### config.mk
export PLATFORM = sky130hd
export DESIGN_NAME = video_timing
export DESIGN_NICKNAME = d
export VERILOG_FILES = /design/src/rtl/video_pkg.sv /design/src/rtl/delay_line.sv /design/src/rtl/video_timing.sv
export SDC_FILE = /design/constraint.sdc
export NUM_CORES = 1
export LEC_CHECK = 0
export CAP_MARGIN = 20
export CELL_PAD_IN_SITES_DETAIL_PLACEMENT = 2
export CELL_PAD_IN_SITES_GLOBAL_PLACEMENT = 2
export CORE_ASPECT_RATIO = 2
export CORE_UTILIZATION = 32
export DETAILED_ROUTE_END_ITERATION = 8
export PLACE_DENSITY = 0.81
export SLEW_MARGIN = 20
export SYNTH_ARGS = -nofsm -noshare
export SYNTH_HDL_FRONTEND = slang
export SYNTH_HIERARCHICAL = 1
export SYNTH_SLANG_ARGS = --single-unit
### constraint.sdc
create_clock -name clk -period 2.8 [get_ports clk]
set_input_delay 0.56 -clock clk [delete_from_list [all_inputs] [get_ports clk]]
set_output_delay 0.56 -clock clk [all_outputs]
set_load 0.02 [all_outputs]
### src/rtl/video_pkg.sv
// Shared raster timing constants and types for the video pipeline.
// Defaults describe a 384x264 total raster with a 256x224 visible window.
package video_pkg;

   localparam int unsigned HTIMING_W = 10;
   localparam int unsigned VTIMING_W = 9;

   localparam int unsigned H_TOTAL      = 768;
   localparam int unsigned H_SYNC_START = 608;
   localparam int unsigned H_SYNC_END   = 672;
   localparam int unsigned V_TOTAL      = 264;
   localparam int unsigned V_ACT_START  = 16;
   localparam int unsigned V_ACT_END    = 240;
   localparam int unsigned V_SYNC_START = 248;
   localparam int unsigned V_SYNC_END   = 251;
   localparam int unsigned BLK2_DELAY   = 16;

   typedef enum logic [0:0] {
      IDLE,
      PENDING
   } nmi_state_t;

endpackage

### src/rtl/delay_line.sv
// Fixed-depth shift register with a reset preset value; shifts every clock.
// The output is the input delayed by exactly Depth cycles.
module delay_line #(
   parameter int unsigned      Width  = 1,
   parameter int unsigned      Depth  = 16,
   parameter logic [Width-1:0] Preset = '0
) (
   input  logic             clk_i,
   input  logic             rst_i,
   input  logic [Width-1:0] d_i,
   output logic [Width-1:0] q_o
);

   logic [Width-1:0] sr_q [Depth];

   always_ff @(posedge clk_i or posedge rst_i) begin
      if (rst_i) begin
         for (int unsigned i = 0; i < Depth; i++) begin
            sr_q[i] <= Preset;
         end
      end else begin
         sr_q[0] <= d_i;
         for (int unsigned i = 1; i < Depth; i++) begin
            sr_q[i] <= sr_q[i-1];
         end
      end
   end

   assign q_o = sr_q[Depth-1];

endmodule

### src/rtl/video_timing.sv
// Master raster timing generator: half-pixel/line counters, blanking, syncs,
// frame-stable flip and the VBLANK NMI latch.
module video_timing #(
   parameter int unsigned H_TOTAL      = video_pkg::H_TOTAL,
   parameter int unsigned H_SYNC_START = video_pkg::H_SYNC_START,
   parameter int unsigned H_SYNC_END   = video_pkg::H_SYNC_END,
   parameter int unsigned V_TOTAL      = video_pkg::V_TOTAL,
   parameter int unsigned V_ACT_START  = video_pkg::V_ACT_START,
   parameter int unsigned V_ACT_END    = video_pkg::V_ACT_END,
   parameter int unsigned V_SYNC_START = video_pkg::V_SYNC_START,
   parameter int unsigned V_SYNC_END   = video_pkg::V_SYNC_END,
   parameter int unsigned BLK2_DELAY   = video_pkg::BLK2_DELAY
) (
   input  logic       clk,
   input  logic       rst,
   input  logic       flip_ena,
   input  logic       nmi_ena,
   output logic [9:0] htiming,
   output logic [8:0] vtiming,
   output logic [7:0] vtiming_f,
   output logic       flip_q,
   output logic       hblk,
   output logic       vblk,
   output logic       cmpblk,
   output logic       cmpblk2,
   output logic       hsync_n,
   output logic       vsync_n,
   output logic       frame_start,
   output logic       nmi_n
);

   import video_pkg::*;

   if (!(H_TOTAL > 512 && H_TOTAL <= 1024)) begin : g_bad_h_total
      $error("video_timing: H_TOTAL must lie in (512, 1024]");
   end
   if (!(V_SYNC_START < V_SYNC_END && V_SYNC_END <= V_TOTAL)) begin : g_bad_vsync
      $error("video_timing: need V_SYNC_START < V_SYNC_END <= V_TOTAL");
   end
   if (!(V_ACT_START < V_ACT_END && V_ACT_END <= V_TOTAL)) begin : g_bad_vact
      $error("video_timing: need V_ACT_START < V_ACT_END <= V_TOTAL");
   end
   if (BLK2_DELAY < 1) begin : g_bad_blk2
      $error("video_timing: BLK2_DELAY must be at least 1");
   end

   localparam logic [HTIMING_W-1:0] HLast      = HTIMING_W'(H_TOTAL - 1);
   localparam logic [HTIMING_W-1:0] HSyncStart = HTIMING_W'(H_SYNC_START);
   localparam logic [HTIMING_W-1:0] HSyncEnd   = HTIMING_W'(H_SYNC_END);
   localparam logic [VTIMING_W-1:0] VLast      = VTIMING_W'(V_TOTAL - 1);
   localparam logic [VTIMING_W-1:0] VActStart  = VTIMING_W'(V_ACT_START);
   localparam logic [VTIMING_W-1:0] VActEnd    = VTIMING_W'(V_ACT_END);
   localparam logic [VTIMING_W-1:0] VSyncStart = VTIMING_W'(V_SYNC_START);
   localparam logic [VTIMING_W-1:0] VSyncEnd   = VTIMING_W'(V_SYNC_END);

   logic [HTIMING_W-1:0] h_q, h_d;
   logic [VTIMING_W-1:0] v_q, v_d;
   logic                 hblk_q, hblk_d;
   logic                 vblk_q, vblk_d;
   logic                 cmpblk_q, cmpblk_d;
   logic                 hsync_n_q, hsync_n_d;
   logic                 vsync_n_q, vsync_n_d;
   logic                 frame_start_q, frame_start_d;
   logic                 flip_d;
   nmi_state_t           nmi_state_q, nmi_state_d;

   // Decodes use next-count values so every registered flag lines up with
   // the counters in the same cycle.
   always_comb begin
      h_d = h_q + 1'b1;
      v_d = v_q;
      if (h_q == HLast) begin
         h_d = '0;
         v_d = (v_q == VLast) ? '0 : v_q + 1'b1;
      end

      hblk_d        = h_d[HTIMING_W-1];
      hsync_n_d     = !((h_d >= HSyncStart) && (h_d < HSyncEnd));
      vblk_d        = !((v_d >= VActStart) && (v_d < VActEnd));
      vsync_n_d     = !((v_d >= VSyncStart) && (v_d < VSyncEnd));
      cmpblk_d      = hblk_d | vblk_d;
      frame_start_d = (h_d == '0) && (v_d == VActEnd);

      flip_d = frame_start_q ? flip_ena : flip_q;
   end

   always_ff @(posedge clk or posedge rst) begin
      if (rst) begin
         h_q           <= '0;
         v_q           <= '0;
         hblk_q        <= 1'b0;
         vblk_q        <= 1'b1;
         cmpblk_q      <= 1'b1;
         hsync_n_q     <= 1'b1;
         vsync_n_q     <= 1'b1;
         frame_start_q <= 1'b0;
         flip_q        <= 1'b0;
      end else begin
         h_q           <= h_d;
         v_q           <= v_d;
         hblk_q        <= hblk_d;
         vblk_q        <= vblk_d;
         cmpblk_q      <= cmpblk_d;
         hsync_n_q     <= hsync_n_d;
         vsync_n_q     <= vsync_n_d;
         frame_start_q <= frame_start_d;
         flip_q        <= flip_d;
      end
   end

   // Clearing the mask wins over a coincident frame start.
   always_comb begin
      nmi_state_d = nmi_state_q;
      if (!nmi_ena) begin
         nmi_state_d = IDLE;
      end else if (frame_start_q) begin
         nmi_state_d = PENDING;
      end
   end

   always_ff @(posedge clk or posedge rst) begin
      if (rst) begin
         nmi_state_q <= IDLE;
      end else begin
         nmi_state_q <= nmi_state_d;
      end
   end

   delay_line #(
      .Width  (1),
      .Depth  (BLK2_DELAY),
      .Preset (1'b1)
   ) u_blk2_delay (
      .clk_i (clk),
      .rst_i (rst),
      .d_i   (cmpblk_q),
      .q_o   (cmpblk2)
   );

   assign htiming     = h_q;
   assign vtiming     = v_q;
   assign vtiming_f   = v_q[7:0] ^ {8{flip_q}};
   assign hblk        = hblk_q;
   assign vblk        = vblk_q;
   assign cmpblk      = cmpblk_q;
   assign hsync_n     = hsync_n_q;
   assign vsync_n     = vsync_n_q;
   assign frame_start = frame_start_q;
   assign nmi_n       = (nmi_state_q != PENDING);

endmodule
* Word level (Yosys, flattened, before mapping)
Cells that the tools add are included.
Word-level totals: register bits after elaboration 43, input bits 4, output and inout port bits 36, logic and storage cells 54
Operators by class: add/sub/neg operators 2, magnitude comparators 6, eq/ne operators 4, muxes and demuxes 5, bitwise gates (word level) 3, reductions and logical operators 8
Operators by type and width (number):
- less-than comparator 9 x 8 -> 1 bit, second input constant | 2
- 2-to-1 mux 9 bit | 2
- adder 10 x 1 -> 10 bit, second input constant | 1
- == test 10 bit, second input constant | 1
- >= comparator 10 bit, second input constant | 1
- logical NOT 10 bit | 1
- less-than comparator 10 bit, second input constant | 1
- 2-to-1 mux 10 bit | 1
- adder 9 x 1 -> 9 bit, second input constant | 1
- == test 9 x 8 -> 1 bit, second input constant | 1
- == test 9 bit, second input constant | 1
- >= comparator 9 x 5 -> 1 bit, second input constant | 1
- >= comparator 9 x 8 -> 1 bit, second input constant | 1
- XOR 8 bit | 1
- logical AND 1 bit | 4
- logical NOT 1 bit | 3
- 2-to-1 mux 1 bit | 2
- != test 2 x 1 -> 1 bit, second input constant | 1
- inverter 1 bit | 1
- bitwise OR 1 bit | 1

* Depth between registers and ports, before layout
Gate-level depths: netlist (run 1).
depth after elaboration 7, depth in mapped cells 8, gate-level depth less buffers 7

* By module
Netlist (run 1), hierarchy kept.
By module, submodules not included:
- video_timing | instances 1, cells each 176, area each 1606.5 µm², seq. area each 655.6 µm²
- delay_line | instances 1, cells each 17, area each 424.2 µm², seq. area each 420.4 µm²

* Worst setup path after synthesis (run 1)
Ideal clock, no wire load.
path kind flip-flop to flip-flop, start point register h_q[0], in the netlist htiming[0], end point register vblk_q, in the netlist vblk, library setup time 0.065 ns, arrival 2.335 ns, required time 2.735 ns, slack 0.400 ns, stages on the path, launching flop included 9, buffers on the path 1, period minus slack after synthesis 2.400 ns, path through dfrtp_1 -> ha_1 -> nand4_4 -> or3_1 -> buf_6 -> a21o_1 -> a22o_1 -> or4_4 -> nand3b_1
Between the ends: cells in the longest elaborated chain, start to end 5, elaborated cells between the ends (all ways) 6, those cells by class 2 x order compare; 1 x eq/ne; 1 x mux; 2 x reduce/logical
RTL lines:
- start: declaration | RTL line video_timing.sv:56 | logic [HTIMING_W-1:0] h_q, h_d;
- start signal: assignment | RTL line video_timing.sv:89 | h_q <= '0;
- start signal: assignment | RTL line video_timing.sv:99 | h_q <= h_d;
- == test 10 bit (*) | RTL line video_timing.sv:72 | if (h_q == HLast) begin
- 2-to-1 mux 9 bit (*) | RTL line video_timing.sv:72
- named net v_d[5] | RTL line video_timing.sv:57 | logic [VTIMING_W-1:0] v_q, v_d;
- >= comparator 9 x 5 -> 1 bit or less-than comparator 9 x 8 -> 1 bit (tied branches) | RTL line video_timing.sv:79 | vblk_d = !((v_d >= VActStart) && (v_d < VActEnd));
- logical AND 1 bit (*) | RTL line video_timing.sv:79
- logical NOT 1 bit (*) | RTL line video_timing.sv:79
- named net vblk_d | RTL line video_timing.sv:59 | logic vblk_q, vblk_d;
- end signal: assignment | RTL line video_timing.sv:102 | vblk_q <= vblk_d;
- end: declaration | RTL line video_timing.sv:59
Mark *: on every way through the listed nets, which the timed path passes. The rest lies on a longest branch. A chain may end at the register's enable or synchronous reset.

* Worst setup path after layout (run 1)
Ends and elaborated chain as after synthesis.

==> results.tsv, run 1 <==
stage	metric	value	unit
yosys	Synth area leaders	dfrtp_1 (27%), dfstp_2 (26%), xor2_1 (4.3%), nor2_1 (2.8%), nand2_1 (2.6%)	
die	Die W	58.3	microns
power	Worst IR Drop VDD	0.296	mV
global_route	initial antenna violation count	0	
worst_setup_path	Critical Path AT	2810	ps
final_layout	commonest non-fill, non-tap cell in the layout	clkdlybuf4s50_1	
power	Power Dens Cells	475	nW/um^2
timing	Final Setup Violations	0	
place	DP Wirelength	4520	microns
power	Sw Share	0.193	
final_layout	final core utilization	0.445	
timing	Tcrit/Tclk final	0.926	
drt	final WL	5910	microns
die	die footprint	6690	sq um
clocking	clock buffer depth	2	
global_route	total track usage	0.204	
yosys	async set-reset flop share out of synthesis	1.00	
die	Chip Height	115	microns
power	Static Leak	1.11	nW
yosys	ys flop type	dfrtp_1	
drt	drt pass-1 iters	4	
drt	antenna viol nets, final	0	
worst_setup_path	Crit. End Element	flip-flop	
yosys	share of the synthesized area in the top cell type	0.271	
timing	RSZ-0062 raised after global routing	no	
die	Starting Density	0.335	
clocking	Clk Latency, worst-skew pair	290	ps
power	combinational power share	0.015	
place	GPL Wtd Cong	0.787	
global_route	vias in the first global route	1893	
power	Clock power frac	0.511	
clocking	clock sink count	42	
timing	final count of hold timing violations	0	
drt	wire length per cell	18.5	microns
power	share of power burned in registers	0.475	
drt	vias per cell	5.18	
timing	hold slack	354	ps
global_route	total grt overflow	0	
drt	drt drc	0	
final_layout	most frequent cells in the layout	clkdlybuf4s50_1 (39), dfrtp_1 (22), dfstp_2 (20), nor2_1 (15), nand2_1 (14)	
yosys	syn nets	199	
final_layout	P&R area growth vs syn	32.8	%
final_layout	layout cells sized above 1	0.199	
yosys	Ys Warns	6	
die	core area	6060	sq um
timing	TNS Setup	0	ps
clocking	Root Buffer	clkbuf_16	
yosys	number of synthesized flops with an enable pin	0	
status	status	completed	
yosys	average size of a mapped cell	10.5	sq um
die	IO Pins	40	
power	Psw	0.247	mW
yosys	Seq cells post-synth	42	
clocking	CTS tree	built	
drt	routed vias	1656	
yosys	Post-Syn Instances	193	
worst_setup_path	Worst Setup Path Type	reg2reg	
global_route	first-pass GRT wire length	9850	microns
worst_setup_path	Critical Path RT	3020	ps
clocking	post-CTS sizing	0	
place	port buffer count	39	
worst_setup_path	crit start category	flip-flop	
yosys	Yosys top cell by area	dfrtp_1	
global_route	pin count of the biggest net entering global routing	17	
yosys	Synth cell types	48	
timing	worst-margin pin slew	677	ps
clocking	# H-tree levels	2	
flow_run	Max-Cap Viols	0	
worst_setup_path	worst-path fanout max	8	
drt	Starting DRT DRC Count	39	
final_layout	ANT cells	0	
clocking	setup repair bufs after CTS	0	
timing	Final min period	2590	ps
yosys	area of the mapped netlist	2030	sq um
hold_path	Hold Path Class	reg2reg	
timing	final clock skew	4.81	ps
timing	Max Freq	386	MHz
clocking	cts hold-fix bufs	0	
clocking	clk slew on worst S/H paths	60	ps
power	Pint	1.03	mW
yosys	Seq/Total Area, Yosys	0.530	
timing	Final Max Tran Viols	0	
clocking	TritonCTS Buffers	5	
timing	Slew headroom	0.548	
die	# rows	40	
final_layout	Nets	241	
==> worst max-delay path: stages (launching register included) <==
cell,delay [ps]
dfrtp_1,390
ha_1,320
nand4_4,190
or3_1,520
nor2_1,460
a22o_1,290
nand4_1,190
nand3b_1,170
==> path summary, 6_finish.rpt <==
| check | to | start | slack [ps] | cells past startpoint |
|---|---|---|---|---|
| min | u_blk2_delay/sr_q[7] | u_blk2_delay/sr_q[8] | 350 | 0 |
| max | vblk | htiming[0] | 210 | 7 |
| min reg2reg | u_blk2_delay/sr_q[7] | u_blk2_delay/sr_q[8] | 350 | 0 |
| max reg2reg | vblk | htiming[0] | 210 | 7 |
| max in group asynchronous | hsync_n | rst | 1420 | 3 |
| min in group asynchronous | vtiming[6] | rst | 710 | 2 |
==> Yosys cell counts (2+ instances only) <==
cell,instances
a21boi_0,2
a21o_1,2
a21oi_1,6
a22o_1,3
a31oi_1,3
and4_2,2
buf_2,6
clkbuf_1,5
clkbuf_2,2
dfrtp_1,22
dfstp_2,20
ha_1,2
inv_1,9
mux2_2,2
nand2_1,14
nand2b_1,2
nand3_1,6
nand3b_1,2
nand4_1,5
nor2_1,15
nor2b_1,2
nor3_1,4
nor4_1,4
o211ai_1,3
o21ai_0,9
o21bai_1,3
or3_1,3
xnor2_1,6
xor2_1,10
==> layer usage <==
layer	part of all wire	GRT usage
met5	0	0
met1	0.34	0.191
met3	0.020	0.0339
met2	0.61	0.396
met4	0.031	0.108
==> power by group through the flow <==
stage | combinational (mW) | sequential (mW) | clock [mW]
after floorplan | 0.00887 | 0.618 | 0
after global placement | 0.0190 | 0.618 | 0
after CTS | 0.0200 | 0.608 | 0.672
after global routing | 0.0221 | 0.608 | 0.697
after detailed placement | 0.0200 | 0.618 | 0
final | 0.0191 | 0.609 | 0.655
==> state kept, by name (all words and copies together), names as in the netlist <==
register,count
nmi_state_q,1
frame_start,1
vtiming,9
vsync_n,1
u_blk2_delay/q_o,1
u_blk2_delay/sr_q,15
vblk,1
htiming,10
flip_q,1
cmpblk,1
hsync_n,1
==> metrics by stage <==
step	setup slack [ps]	instances	total power, mW	area (sq um)
2_1_floorplan	400	193	0.627	2030
3_3_place_gp	385	312	0.637	2530
3_5_place_dp	258	312	0.638	2530
4_1_cts	224	320	1.30	2700
5_1_grt	88.0	320	1.33	2700
6_report	207	320	1.28	2700
==> cells by family after synthesis <==
| kind of cell | share of synthesized area |
|---|---|
| and+or+nand+nor | 0.200 |
| DFF | 0.530 |
| AOI/OAI and AO/OA | 0.118 |
| buffers and inverters | 0.0548 |
| xor gates and xnor gates | 0.0690 |
| muxes | 0.0160 |
| adders and majority gates | 0.0123 |
==> area by class of cell <==
| cell class | instances | area [sq um] |
|---|---|---|
| Clock buffer | 6 | 129 |
| Clock inverter | 2 | 37.5 |
| Fill cell | 636 | 3360 |
| Inverter | 9 | 33.8 |
| Multi-Input combinational cell | 127 | 843 |
| Sequential cell | 42 | 1080 |
| Tap cell | 84 | 105 |
| Timing Repair Buffer | 50 | 473 |
(Power assumes the default switching activity.)
==> inputs of run 2 (changes only) <==
Settings changed: CORE_ASPECT_RATIO 2 to not set.
==> results.tsv, run 2 (synthesis results as in run 1) <==
stage	metric	value	unit
clocking	TritonCTS Buffers	5	
drt	drt pass-1 iters	4	
drt	routed vias	1612	
global_route	total grt overflow	0	
timing	Final Setup Violations	0	
die	core area	6030	sq um
clocking	# H-tree levels	2	
drt	Starting DRT DRC Count	51	
clocking	clock buffer depth	2	
final_layout	commonest non-fill, non-tap cell in the layout	clkdlybuf4s50_1	
worst_setup_path	crit-path cells	ha_1, nand4_4, or3_1, a21o_1, a22o_1, or4_4, nand3_1	
final_layout	most frequent cells in the layout	clkdlybuf4s50_1 (39), dfrtp_1 (22), dfstp_2 (20), nor2_1 (15), nand2_1 (14)	
drt	final WL	5590	microns
worst_setup_path	worst-path fanout max	8	
die	# rows	28	
timing	Final min period	2570	ps
worst_setup_path	R2R setup slack	230	ps
timing	Max Freq	389	MHz
power	Power Dens Cells	393	nW/um^2
drt	antenna viol nets, final	0	
timing	Slew headroom	0.495	
final_layout	Largest Register	u_blk2_delay/sr_q	
timing	worst-margin pin slew	757	ps
worst_setup_path	Largest stage delay, worst path	530	ps
global_route	total track usage	0.190	
die	Starting Density	0.337	
global_route	first-pass GRT wire length	9350	microns
final_layout	layout cells sized above 1	0.192	
clocking	post-CTS sizing	0	
clocking	setup repair bufs after CTS	0	
timing	hold slack	357	ps
final_layout	Nets	239	
drt	wire length per cell	18.1	microns
timing	final count of hold timing violations	0	
worst_setup_path	Crit. End Element	flip-flop	
status	status	completed	
worst_setup_path	Critical Path AT	2810	ps
worst_setup_path	crit start category	flip-flop	
die	Die W	81.7	microns
timing	final clock skew	6.15	ps
die	Chip Height	81.7	microns
timing	RSZ-0062 raised after global routing	no	
global_route	initial antenna violation count	0	
clocking	cts hold-fix bufs	0	
worst_setup_path	Worst Setup Path Type	reg2reg	
clocking	Clk Latency, worst-skew pair	300	ps
final_layout	P&R area growth vs syn	27.6	%
timing	Tcrit/Tclk final	0.919	
place	DP Wirelength	4260	microns
worst_setup_path	Worst R2R End	cmpblk	
worst_setup_path	reg2reg start	htiming[0]	
flow_run	Max-Cap Viols	0	
worst_setup_path	crit path from	htiming[0]	
worst_setup_path	endpoint of the most critical setup path	cmpblk	
worst_setup_path	Critical Path RT	3030	ps
place	GPL Wtd Cong	0.791	
drt	vias per cell	5.22	
power	Worst IR Drop VDD	0.250	mV
worst_setup_path	slowest CP cell	or3_1	
final_layout	max reg flops	15	
final_layout	ANT cells	0	
worst_setup_path	Worst R2R Path Depth	7	
clocking	clk slew on worst S/H paths	80	ps
die	IO Pins	40	
clocking	CTS tree	built	
hold_path	Hold Path Class	reg2reg	
clocking	clock sink count	42	
clocking	Root Buffer	clkbuf_8	
timing	Final Max Tran Viols	0	
timing	TNS Setup	0	ps
die	die footprint	6670	sq um
drt	drt drc	0	
power	Static Leak	1.07	nW
place	port buffer count	39	
global_route	pin count of the biggest net entering global routing	19	
global_route	vias in the first global route	1811	
==> run 2: cell count changes in the layout (fill, tap and decap cells not counted), sizes merged <==
cell and change:
buf -2, clkinv +2, bufinv -1, clkinvlp -1
==> run 2: worst max-delay path: cells and delay by family (launching register included) <==
kind	cells	cell delay (ps)
compound gates	2	480
fa+ha+maj	1	320
flops	1	400
simple gates	4	1310
==> run 2: stage by stage <==
stage / power [mW] / worst slack [ps] / utilization / cells / cell area (sq um)
floorplan: 0.627 / 400 / - / 193 / 2030
global placement: 0.637 / 384 / 0.416 / 301 / 2500
detailed placement: 0.638 / 233 / 0.416 / 301 / 2500
CTS: 1.03 / 205 / 0.430 / 309 / 2590
global route: 1.06 / 97.0 / 0.430 / 309 / 2590
finish: 1.02 / 226 / 0.430 / 309 / 2590
==> run 2: report_power, final <==
group	internal, mW	leakage [nW]	switching (mW)
clock network	0.176	0.0452	0.216
registers	0.608	0.503	0
logic	0.00566	0.517	0.0129
total	0.789	1.07	0.229
==> run 2: worst min path at each step <==
stage,startpoint,to,slack [ps],cells past startpoint
5_1_grt,u_blk2_delay/sr_q[1],u_blk2_delay/q_o,360,0
3_3_place_gp,u_blk2_delay/sr_q[5],u_blk2_delay/sr_q[4],350,0
4_1_cts,u_blk2_delay/sr_q[6],u_blk2_delay/sr_q[5],360,0
2_1_floorplan,u_blk2_delay/sr_q[1],u_blk2_delay/q_o,350,0
6_report,u_blk2_delay/sr_q[6],u_blk2_delay/sr_q[5],360,0
3_5_place_dp,u_blk2_delay/sr_q[6],u_blk2_delay/sr_q[5],350,0
==> run 2: final cells by class <==
| class | instances | area (sq um) |
|---|---|---|
| Clock inverter | 2 | 13.8 |
| Fill cell | 660 | 3430 |
| Multi-Input combinational cell | 127 | 843 |
| Tap cell | 75 | 93.8 |
| Timing Repair Buffer | 48 | 458 |
| Clock buffer | 6 | 72.6 |
| Inverter | 9 | 33.8 |
| Sequential cell | 42 | 1080 |
==> run 2: layer usage <==
layer	global-route usage	wire length, microns
met1	0.243	2500
met2	0.327	2860
met3	0.0389	180
met4	0.0491	52
met5	0	0
==> inputs of run 3 (changes only) <==
Settings changed: REMOVE_ABC_BUFFERS set to 1.
==> results.tsv, run 3 (synthesis results as in run 1) <==
stage	metric	value	unit
status	status	completed	
drt	vias per cell	5.27	
worst_setup_path	Critical Path RT	3040	ps
power	Psw	0.238	mW
timing	final count of hold timing violations	0	
clocking	clk slew on worst S/H paths	90	ps
timing	Tcrit/Tclk final	0.913	
clocking	# H-tree levels	2	
drt	Starting DRT DRC Count	34	
power	Sw Share	0.232	
global_route	total track usage	0.187	
drt	drt drc	0	
power	share of power burned in registers	0.591	
drt	drt pass-1 iters	6	
clocking	cts hold-fix bufs	0	
global_route	vias in the first global route	1716	
clocking	TritonCTS Buffers	5	
timing	worst-margin pin slew	748	ps
worst_setup_path	crit path from	htiming[0]	
hold_path	HP Start	u_blk2_delay/sr_q[15]	
timing	Final Max Tran Viols	0	
die	Chip Height	81.7	microns
clocking	post-CTS sizing	0	
timing	TNS Setup	0	ps
worst_setup_path	Worst Setup Path Type	reg2reg	
power	Power Dens Cells	399	nW/um^2
worst_setup_path	Critical Path AT	2790	ps
hold_path	hold path cells	0	
worst_setup_path	Worst R2R End	cmpblk	
final_layout	layout cells sized above 1	0.190	
drt	wire length per cell	17.7	microns
global_route	first-pass GRT wire length	9170	microns
power	Pint	0.789	mW
power	combinational power share	0.018	
final_layout	ANT cells	0	
die	core area	6030	sq um
worst_setup_path	R2R setup slack	240	ps
drt	antenna viol nets, final	0	
drt	final WL	5450	microns
timing	Slew headroom	0.501	
global_route	pin count of the biggest net entering global routing	19	
final_layout	max reg flops	15	
hold_path	Hold Crit Endpoint	u_blk2_delay/sr_q[14]	
drt	routed vias	1619	
timing	final clock skew	12.1	ps
die	IO Pins	40	
worst_setup_path	reg2reg start	htiming[0]	
hold_path	Hold Path Class	reg2reg	
die	Die W	81.7	microns
global_route	initial antenna violation count	0	
worst_setup_path	Worst R2R Path Depth	7	
final_layout	Largest Register	u_blk2_delay/sr_q	
flow_run	Max-Cap Viols	0	
place	port buffer count	39	
power	total chip power	1.03	mW
clocking	setup repair bufs after CTS	0	
final_layout	commonest non-fill, non-tap cell in the layout	clkdlybuf4s50_1	
power	Static Leak	1.06	nW
clocking	Clk Latency, worst-skew pair	310	ps
worst_setup_path	crit-path cells	ha_1, nand4_4, or3_1, a21o_1, a22o_1, or4_4, nand3_1	
worst_setup_path	worst-path fanout max	8	
worst_setup_path	Critical path buffers and inverters	0	
place	DP Wirelength	3860	microns
worst_setup_path	crit start category	flip-flop	
die	die footprint	6670	sq um
worst_setup_path	CP delay by family, top	simple AND/OR/NAND/NOR gates	
clocking	clock sink count	42	
timing	Final Setup Violations	0	
power	Clock power frac	0.391	
timing	Max Freq	391	MHz
place	GPL Wtd Cong	0.794	
worst_setup_path	Crit. End Element	flip-flop	
global_route	total grt overflow	0	
clocking	CTS tree	built	
final_layout	P&R area growth vs syn	27.0	%
timing	RSZ-0062 raised after global routing	no	
die	Starting Density	0.337	
power	Worst IR Drop VDD	0.228	mV
final_layout	most frequent cells in the layout	clkdlybuf4s50_1 (39), dfrtp_1 (22), dfstp_2 (20), nor2_1 (15), nand2_1 (14)	
clocking	Root Buffer	clkbuf_8	
worst_setup_path	slowest CP cell	or3_1	
final_layout	Nets	237	
die	# rows	28	
worst_setup_path	Largest stage delay, worst path	500	ps
timing	Final min period	2560	ps
clocking	clock buffer depth	2	
==> run 3: power by group through the flow <==
stage / clock [mW] / combinational (mW) / sequential (mW)
2_1_floorplan: 0 / 0.00887 / 0.618
3_3_place_gp: 0 / 0.0189 / 0.618
3_5_place_dp: 0 / 0.0196 / 0.618
4_1_cts: 0.420 / 0.0196 / 0.608
5_1_grt: 0.444 / 0.0211 / 0.608
6_report: 0.402 / 0.0185 / 0.608
==> run 3: worst reg2reg max path, cell delays in order (launching register included) <==
cell,delay (ps)
dfrtp_1,400
ha_1,320
nand4_4,190
or3_1,500
a21o_1,220
a22o_1,260
or4_4,500
nand3_1,100
==> run 3: worst max-delay path by stage <==
stage          endpoint  slack, ps  cells after the start
5_1_grt          cmpblk        120                      7
3_5_place_dp       vblk        300                      7
6_report         cmpblk        240                      7
2_1_floorplan      vblk        180                      7
3_3_place_gp       vblk        420                      7
4_1_cts          cmpblk        240                      7
==> run 3: final cells by class <==
| class | count | area [sq um] |
|---|---|---|
| Clock inverter | 3 | 20.0 |
| Sequential cell | 42 | 1080 |
| Fill cell | 659 | 3450 |
| Clock buffer | 5 | 68.8 |
| Timing Repair Buffer | 46 | 443 |
| Multi-Input combinational cell | 127 | 843 |
| Tap cell | 75 | 93.8 |
| Inverter | 9 | 33.8 |
==> run 3: per-stage QoR <==
step           std cells  utilization  area (sq um)  hold slack (ps)  worst slack, ps
6_report             307        0.428          2580              352              243
3_5_place_dp         299        0.413          2490              347              303
5_1_grt              307        0.428          2580              360              124
3_3_place_gp         299        0.413          2490              346              417
2_1_floorplan        178            -          1950              345              176
4_1_cts              307        0.428          2580              357              238
==> run 3: routing by layer <==
layer  GRT usage  part of all wire  wire length (microns)
met1       0.258              0.47                   2580
met2       0.295              0.48                   2610
met3      0.0356             0.035                    188
met4      0.0579             0.012                     66
met5           0                 0                      0
